===== src/rtl/booth_divider.sv =====
// booth_divider: sequential signed divider, truncating quotient and remainder.
// Restoring shift-subtract on operand magnitudes, one quotient bit per clock,
// with a start/done handshake that matches the shift-add Booth multiplier.
// Optional build macro: DIV_ZERO_TRAP_EN. When defined, a zero divisor skips
// the iteration and returns a flagged trap result two edges after acceptance.
module booth_divider #(
    parameter int WIDTH = 8
) (
    input  logic             clk,
    input  logic             rst,
    input  logic             start,
    input  logic [WIDTH-1:0] dividend,
    input  logic [WIDTH-1:0] divisor,
    output logic [WIDTH-1:0] quotient,
    output logic [WIDTH-1:0] remainder,
    output logic             busy,
    output logic             done,
    output logic             overflow,
    output logic             div_by_zero
);

    localparam int CW = $clog2(WIDTH + 1);

    typedef enum logic [1:0] {IDLE, CALC, FIX, FIX_TRAP} state_t;

    state_t state, state_next;

    // The partial remainder never exceeds 2^(WIDTH-1) once stored (it is
    // either below the divisor magnitude or a prefix of the dividend
    // magnitude), so WIDTH bits hold it; the shifted trial value uses WIDTH+1.
    logic [WIDTH-1:0] r;
    logic [WIDTH-1:0] qs;
    logic [WIDTH-1:0] dmag;
    logic [CW-1:0]    count;
    logic             qneg;
    logic             rneg;

    logic [WIDTH:0]   r_shift;
    logic             trial_ok;
    logic [WIDTH-1:0] trial;
    logic [WIDTH-1:0] nmag_in;
    logic [WIDTH-1:0] dmag_in;

    // Magnitudes of the incoming operands; |-2^(WIDTH-1)| wraps to the
    // unsigned value 2^(WIDTH-1), which is exactly what the iteration needs.
    assign nmag_in = dividend[WIDTH-1] ? -dividend : dividend;
    assign dmag_in = divisor[WIDTH-1]  ? -divisor  : divisor;

    // One restoring step: shift in the next dividend bit and try to subtract.
    assign r_shift  = {r, qs[WIDTH-1]};
    assign trial_ok = (r_shift >= {1'b0, dmag});
    assign trial    = r_shift[WIDTH-1:0] - dmag;

    // State register.
    always_ff @(posedge clk) begin
        // NOTE: sequential state uses non-blocking assignments so every
        // register samples pre-edge values regardless of statement order.
        if (rst) state <= IDLE;
        else     state <= state_next;
    end

    // Next-state decode.
    always_comb begin
        // NOTE: default assigned first so no path leaves state_next unwritten,
        // which would otherwise infer a latch.
        state_next = state;
        case (state)
            IDLE: begin
                if (start) begin
`ifdef DIV_ZERO_TRAP_EN
                    state_next = (divisor == '0) ? FIX_TRAP : CALC;
`else
                    state_next = CALC;
`endif
                end
            end
            CALC:     if (count == CW'(1)) state_next = FIX;
            FIX:      state_next = IDLE;
            FIX_TRAP: state_next = IDLE;
            default:  state_next = IDLE;
        endcase
    end

    // Datapath: operand capture, iteration, sign fix-up and result registers.
    always_ff @(posedge clk) begin
        if (rst) begin
            quotient  <= '0;
            remainder <= '0;
            busy      <= 1'b0;
            done      <= 1'b0;
            overflow  <= 1'b0;
            r         <= '0;
            qs        <= '0;
            dmag      <= '0;
            count     <= '0;
            qneg      <= 1'b0;
            rneg      <= 1'b0;
`ifdef DIV_ZERO_TRAP_EN
            div_by_zero <= 1'b0;
`endif
        end else begin
            done <= 1'b0;
            case (state)
                IDLE: begin
                    if (start) begin
                        dmag     <= dmag_in;
                        qs       <= nmag_in;
                        qneg     <= dividend[WIDTH-1] ^ divisor[WIDTH-1];
                        rneg     <= dividend[WIDTH-1];
                        r        <= '0;
                        count    <= CW'(WIDTH);
                        busy     <= 1'b1;
                        overflow <= 1'b0;
`ifdef DIV_ZERO_TRAP_EN
                        div_by_zero <= 1'b0;
`endif
                    end
                end
                CALC: begin
                    r     <= trial_ok ? trial : r_shift[WIDTH-1:0];
                    qs    <= {qs[WIDTH-2:0], trial_ok};
                    count <= count - CW'(1);
                end
                FIX: begin
                    quotient  <= qneg ? -qs : qs;
                    remainder <= rneg ? -r : r;
                    // Positive results cap at 2^(WIDTH-1)-1, negative at -2^(WIDTH-1).
                    overflow  <= qneg ? (qs[WIDTH-1] && (qs[WIDTH-2:0] != '0))
                                      : qs[WIDTH-1];
                    done      <= 1'b1;
                    busy      <= 1'b0;
                end
`ifdef DIV_ZERO_TRAP_EN
                FIX_TRAP: begin
                    // qs still holds the dividend magnitude; restore its sign.
                    quotient    <= '1;
                    remainder   <= rneg ? -qs : qs;
                    overflow    <= 1'b0;
                    div_by_zero <= 1'b1;
                    done        <= 1'b1;
                    busy        <= 1'b0;
                end
`endif
                default: ;
            endcase
        end
    end

`ifndef DIV_ZERO_TRAP_EN
    assign div_by_zero = 1'b0;
`endif

endmodule


===== config.mk =====
export PLATFORM = sky130hd
export DESIGN_NAME = booth_divider
export DESIGN_NICKNAME = d
export VERILOG_FILES = /design/src/rtl/booth_divider.sv
export SDC_FILE = /design/constraint.sdc
export NUM_CORES = 1
export LEC_CHECK = 0
export BUFFER_PORTS_ARGS = -buffer_cell sky130_fd_sc_hd__buf_2
export CORE_MARGIN = 2
export CORE_UTILIZATION = 25
export CTS_CLUSTER_SIZE = 10
export DETAILED_ROUTE_END_ITERATION = 8
export PLACE_DENSITY_LB_ADDON = 0.12
export SYNTH_ARGS = -nofsm -noshare
export SYNTH_HDL_FRONTEND = slang
export SYNTH_SLANG_ARGS = --single-unit

===== constraint.sdc =====
create_clock -name clk -period 3.94 [get_ports clk]
set_input_delay 0 -clock clk [delete_from_list [all_inputs] [get_ports clk]]
set_output_delay 0 -clock clk [all_outputs]
set_load 0.02 [all_outputs]

After elaboration in Yosys (flattened, before gate mapping)
Cells that the tools add are included.
Cells by class
  eq/ne operators: 6
  reductions and logical operators: 10
  add/subtract/negate cells: 6
  bitwise logic cells: 1
  mux-type cells: 20
  $lt $le $gt $ge: 1
Operator list (count)
  two-way mux 8 bit: 7
  negator 8 bit: 4
  case mux 8 bit (2 select lines): 2
  greater-or-equal comparator 9 x 8 -> 1 bit: 1
  case mux 4 bit (2 select lines): 1
  AND reduction 2 bit: 4
  subtractor 8 bit: 1
  nonzero test 7 bit: 1
  case mux 2 bit (3 select lines): 1
  equality test 2 bit, second input constant: 2
  equality test 4 x 1 -> 1 bit, second input constant: 1
  two-way mux 1 bit: 4
  two-way mux 2 bit: 2
  two-way mux 4 bit: 1
  inequality test 2 bit, second input constant: 2
  case mux 1 bit (2 select lines): 2
  nonzero test 2 bit: 2
  subtractor 4 x 1 -> 4 bit, second input constant: 1
  equality test 2 x 1 -> 1 bit, second input constant: 1
  zero test 2 bit: 1
  OR reduction 2 bit: 1
  logical AND 1 bit: 1
  bitwise XOR 1 bit: 1
Storage, ports and cells
  output and inout port bits: 20
  bits of input ports: 19
  logic and storage cells: 56
  register bits: 51

Depth between registers and ports, before layout
  depth after elaboration: 4
  mapped depth: 10
  gate-level depth less buffers: 10

Worst setup path after synthesis
Ideal clock, no wire load.
  kind: reg2reg
  start point: reg r[5]
  end point: reg r[1]
  clock period less this slack: 1.988 ns
  cell stages (with the launch flop): 9
  required time: 3.813 ns
  slack: 1.952 ns
  setup time: 0.127 ns
  buffers on the path: 1
  arrival: 1.861 ns
  cells stage by stage: dfxtp_1 > ha_1 > a21o_1 > or3_4 > o32a_2 > o31ai_4 > buf_8 > mux2i_1 > o21ai_1
Between the ends
  cells in the longest elaborated chain, start to end: 3
RTL lines
  from (decl): line 31  | logic [WIDTH-1:0] r;
  from (signal assigned): line 120  | r <= trial_ok ? trial : r_shift[WIDTH-1:0];
  greater-or-equal comparator 9 x 8 -> 1 bit: line 51  | assign trial_ok = (r_shift >= {1'b0, dmag});
  two-way mux 8 bit: line 120
  case mux 8 bit (2 select lines): line 103  | case (state)
No other way between the ends.
A chain may end at the register's enable or synchronous reset.

Worst setup path after layout
  start point: reg r[5]
  end point: reg r[0]
The elaborated chain is that of the path after synthesis.

==> results.md <==
* Cell Area, Synth at 2770 sq um
* 1st-pass router iterations at 4
* Maximum clock frequency at 401 MHz
* Clock skew at slightly above 0.005 ns
* Worst r2r src: r[5]
* Fin. Hold Viols at 0
* DRC violations left at 0
* Synth Area per Inst at roughly 8.5 sq um
* Routed WL at 6.51 mm
* Largest net degree at the start of global routing at 39
* CP Capture Type: register
* RSZ-0062 raised after global routing: false
* Crit path DAT at 2.72 ns
* Die Span Y at around 110 um
* Yosys reg bits at between 50 and 60
* Kind of critical path: reg -> reg
* CTS H-Tree Depth at 2
* Hold path depth at 3
* Die width at approximately 110 um
* Clock tree from TritonCTS: built
* Share of cells above drive strength 1 at around 14%
* # IOs at 39
* Critical Path Fanout Max at 11
* Reg2reg setup slack at between 1 and 1.5 ns
* Number of routed nets with antenna violations at 0
* Nets at 389
* Power density over the cells at 454 nW/um^2
* Worst slew pin tran at 1.21 ns
* Max clock buf depth at 2
* Vias per cell at approximately 4.5
* Worst Hold Class: in -> reg
* Post-cts resize count at 0
* Diodes inserted at 0
* Final Max Tran Viols at 0
* Drt wl/cell at between 10 and 15 um
* Mapped Nets at around 360
* Rows at 38
* Sink Count at 51
* RR Endpoint: r[0]
* Setup repair bufs after CTS at 0
* Sequential fraction of the synthesis area at a little under two fifths
* P&R area growth vs syn at 14.4%
* LEAKAGE at ~1.3 nW
* Synth top area share at 36.8%
* Slew HR at between 10% and 20%
* Hold path startpoint: dividend[3]
* Worst VDD drop at 200 uV
* GRT Util Overall at 11.7%
* Synth top area cells: dfxtp_1 37%, xor2_1 6.9%, ha_1 6.3%
* Latest clock arrival within the worst-skew pair at about 0.3 ns
* Initial core utilization at about a quarter
* Clk root buf: clkbuf_8
* Final setup violation count at 0
* Vias in the first global route at about 2,100
* # Max-Cap Violations at 0
* PortBufs at 37
* Hpwl dp at 4.87 mm
* Final Wtd Congestion at ~0.74
* Initial antenna violation count at 0
* Grt total ovfl at 0
* Tot Pwr at 1.44 mW
* First-pass GRT wire length at 10.9 mm
* Total Negative Setup Slacks at 0 ns
* Worst hold path endpoint: qs[3]
* Final min period at 2.49 ns
* Die area at ~12,000 sq um
* Status: finished clean
* Worst EP required at roughly 4.2 ns
* Fin crit share at a little over three fifths
* Filler cell count at approximately 1,200
* CP Launch Type: register
* Hold Buf Count CTS at 2
* Core box area at 10,800 sq um
* Vias at roughly 2,300
* Reg2Reg Depth at 6
* Post-Syn Instances at ~330
* Clock slew at reported path FFs at 0.09 ns
* DR iter-0 viols at 70
* Yosys cell types at 45
* Yosys warnings at 0
* Cts bufs inserted at 5
* Yosys top cell by area: dfxtp_1
[cell type report]
class                      instances  area, sq um  share of cell area [%]
sequential                        51         1020                    32.2
timing repair buffer              39          205                    6.47
multi-input combinational        238         1600                    50.3
clock buffer                       8          100                    3.16
tap                              140          175                    5.52
inverter                          20         75.1                    2.37
[through the flow]
| step | cells | cell area, sq um | utilization (%) | hold slack (ns) | setup slack (ns) |
|---|---|---|---|---|---|
| after floorplan | 327 | 2770 | - | 0.136 | 1.95 |
| after global placement | 486 | 3050 | 28.2 | 0.285 | 1.53 |
| after detailed placement | 486 | 3050 | 28.2 | 0.291 | 1.47 |
| after CTS | 496 | 3170 | 29.3 | 0.0102 | 1.45 |
| after global routing | 496 | 3170 | 29.3 | 0.0282 | 1.32 |
| final | 496 | 3170 | 29.3 | 0.0113 | 1.45 |
[placed cells by master, fill, tap and decap left out, types with 8 or more instances in the layout]
cell type / n
mux2i_1: 10
xor2_1: 22
dfxtp_1: 51
nor2_1: 36
o31ai_1: 9
o21ai_0: 9
nor2b_1: 8
inv_1: 20
a211oi_1: 22
nand2_1: 35
a21oi_1: 11
ha_1: 14
buf_2: 37
[Yosys cell counts, drive strengths merged]
cell type and number:
a211oi 22, a21o 2, a21oi 11, a222oi 1
a22oi 6, a311oi 1, a32oi 2, and2 3
buf 4, clkbuf 14, conb 1, dfxtp 51
fa 1, ha 14, inv 20, mux2 2
mux2i 10, nand2 35, nand2b 5, nand3 4
nand4 1, nor2 36, nor2b 9, nor3 3
nor3b 1, nor4 2, nor4b 1, o21ai 17
o21bai 1, o221ai 2, o2bb2ai 1, o31ai 10
o32a 1, o41ai 1, or3 2, or3b 1
xnor2 7, xor2 22
[where the power goes]
part	internal, mW	switching (mW)
Clock	0.161	0.174
Sequential	0.560	0.0572
Combinational	0.218	0.271
[logic make-up after synthesis]
logic type                 synth area share [%]
and+or+nand+nor                            16.9
AOI/OAI and AO/OA                          19.8
DFF                                        36.8
buffers and inverters                      5.73
xor gates and xnor gates                   9.16
adders and majority gates                  7.04
muxes                                      4.42
other                                     0.135
[registers in the layout, indices dropped and copies added, names as in the netlist]
register,count
dmag,8
qneg,1
qs,8
state,2
overflow,1
remainder,8
quotient,8
count,4
r,8
rneg,1
busy,1
done,1
[worst max path at each step]
stage | slack, ns | endpoint | cells past startpoint | startpoint
2_1_floorplan | 1.95 | r[1] | 8 | r[5]
3_3_place_gp | 1.53 | r[0] | 6 | r[5]
3_5_place_dp | 1.47 | r[0] | 6 | r[5]
4_1_cts | 1.45 | r[0] | 6 | r[5]
5_1_grt | 1.32 | r[0] | 7 | r[0]
6_report | 1.45 | r[0] | 6 | r[5]
[routing by layer]
metal	share of wire, %	global-route usage, %	vias to the layer above
met4	0.98	3.25	0
met3	5.1	2.19	5
met2	42	16.9	51
li1	-	-	1197
met1	52	17.5	997
met5	0	0	-
[critical path, stage by stage (launching register included)]
cell     delay, ns
dfxtp_1       0.46
ha_1          0.31
a21o_1        0.18
or3_4         0.34
o31ai_4       0.62
mux2_2        0.40
o21ai_1       0.11
Note: power is estimated with default switching activity, not from simulation.
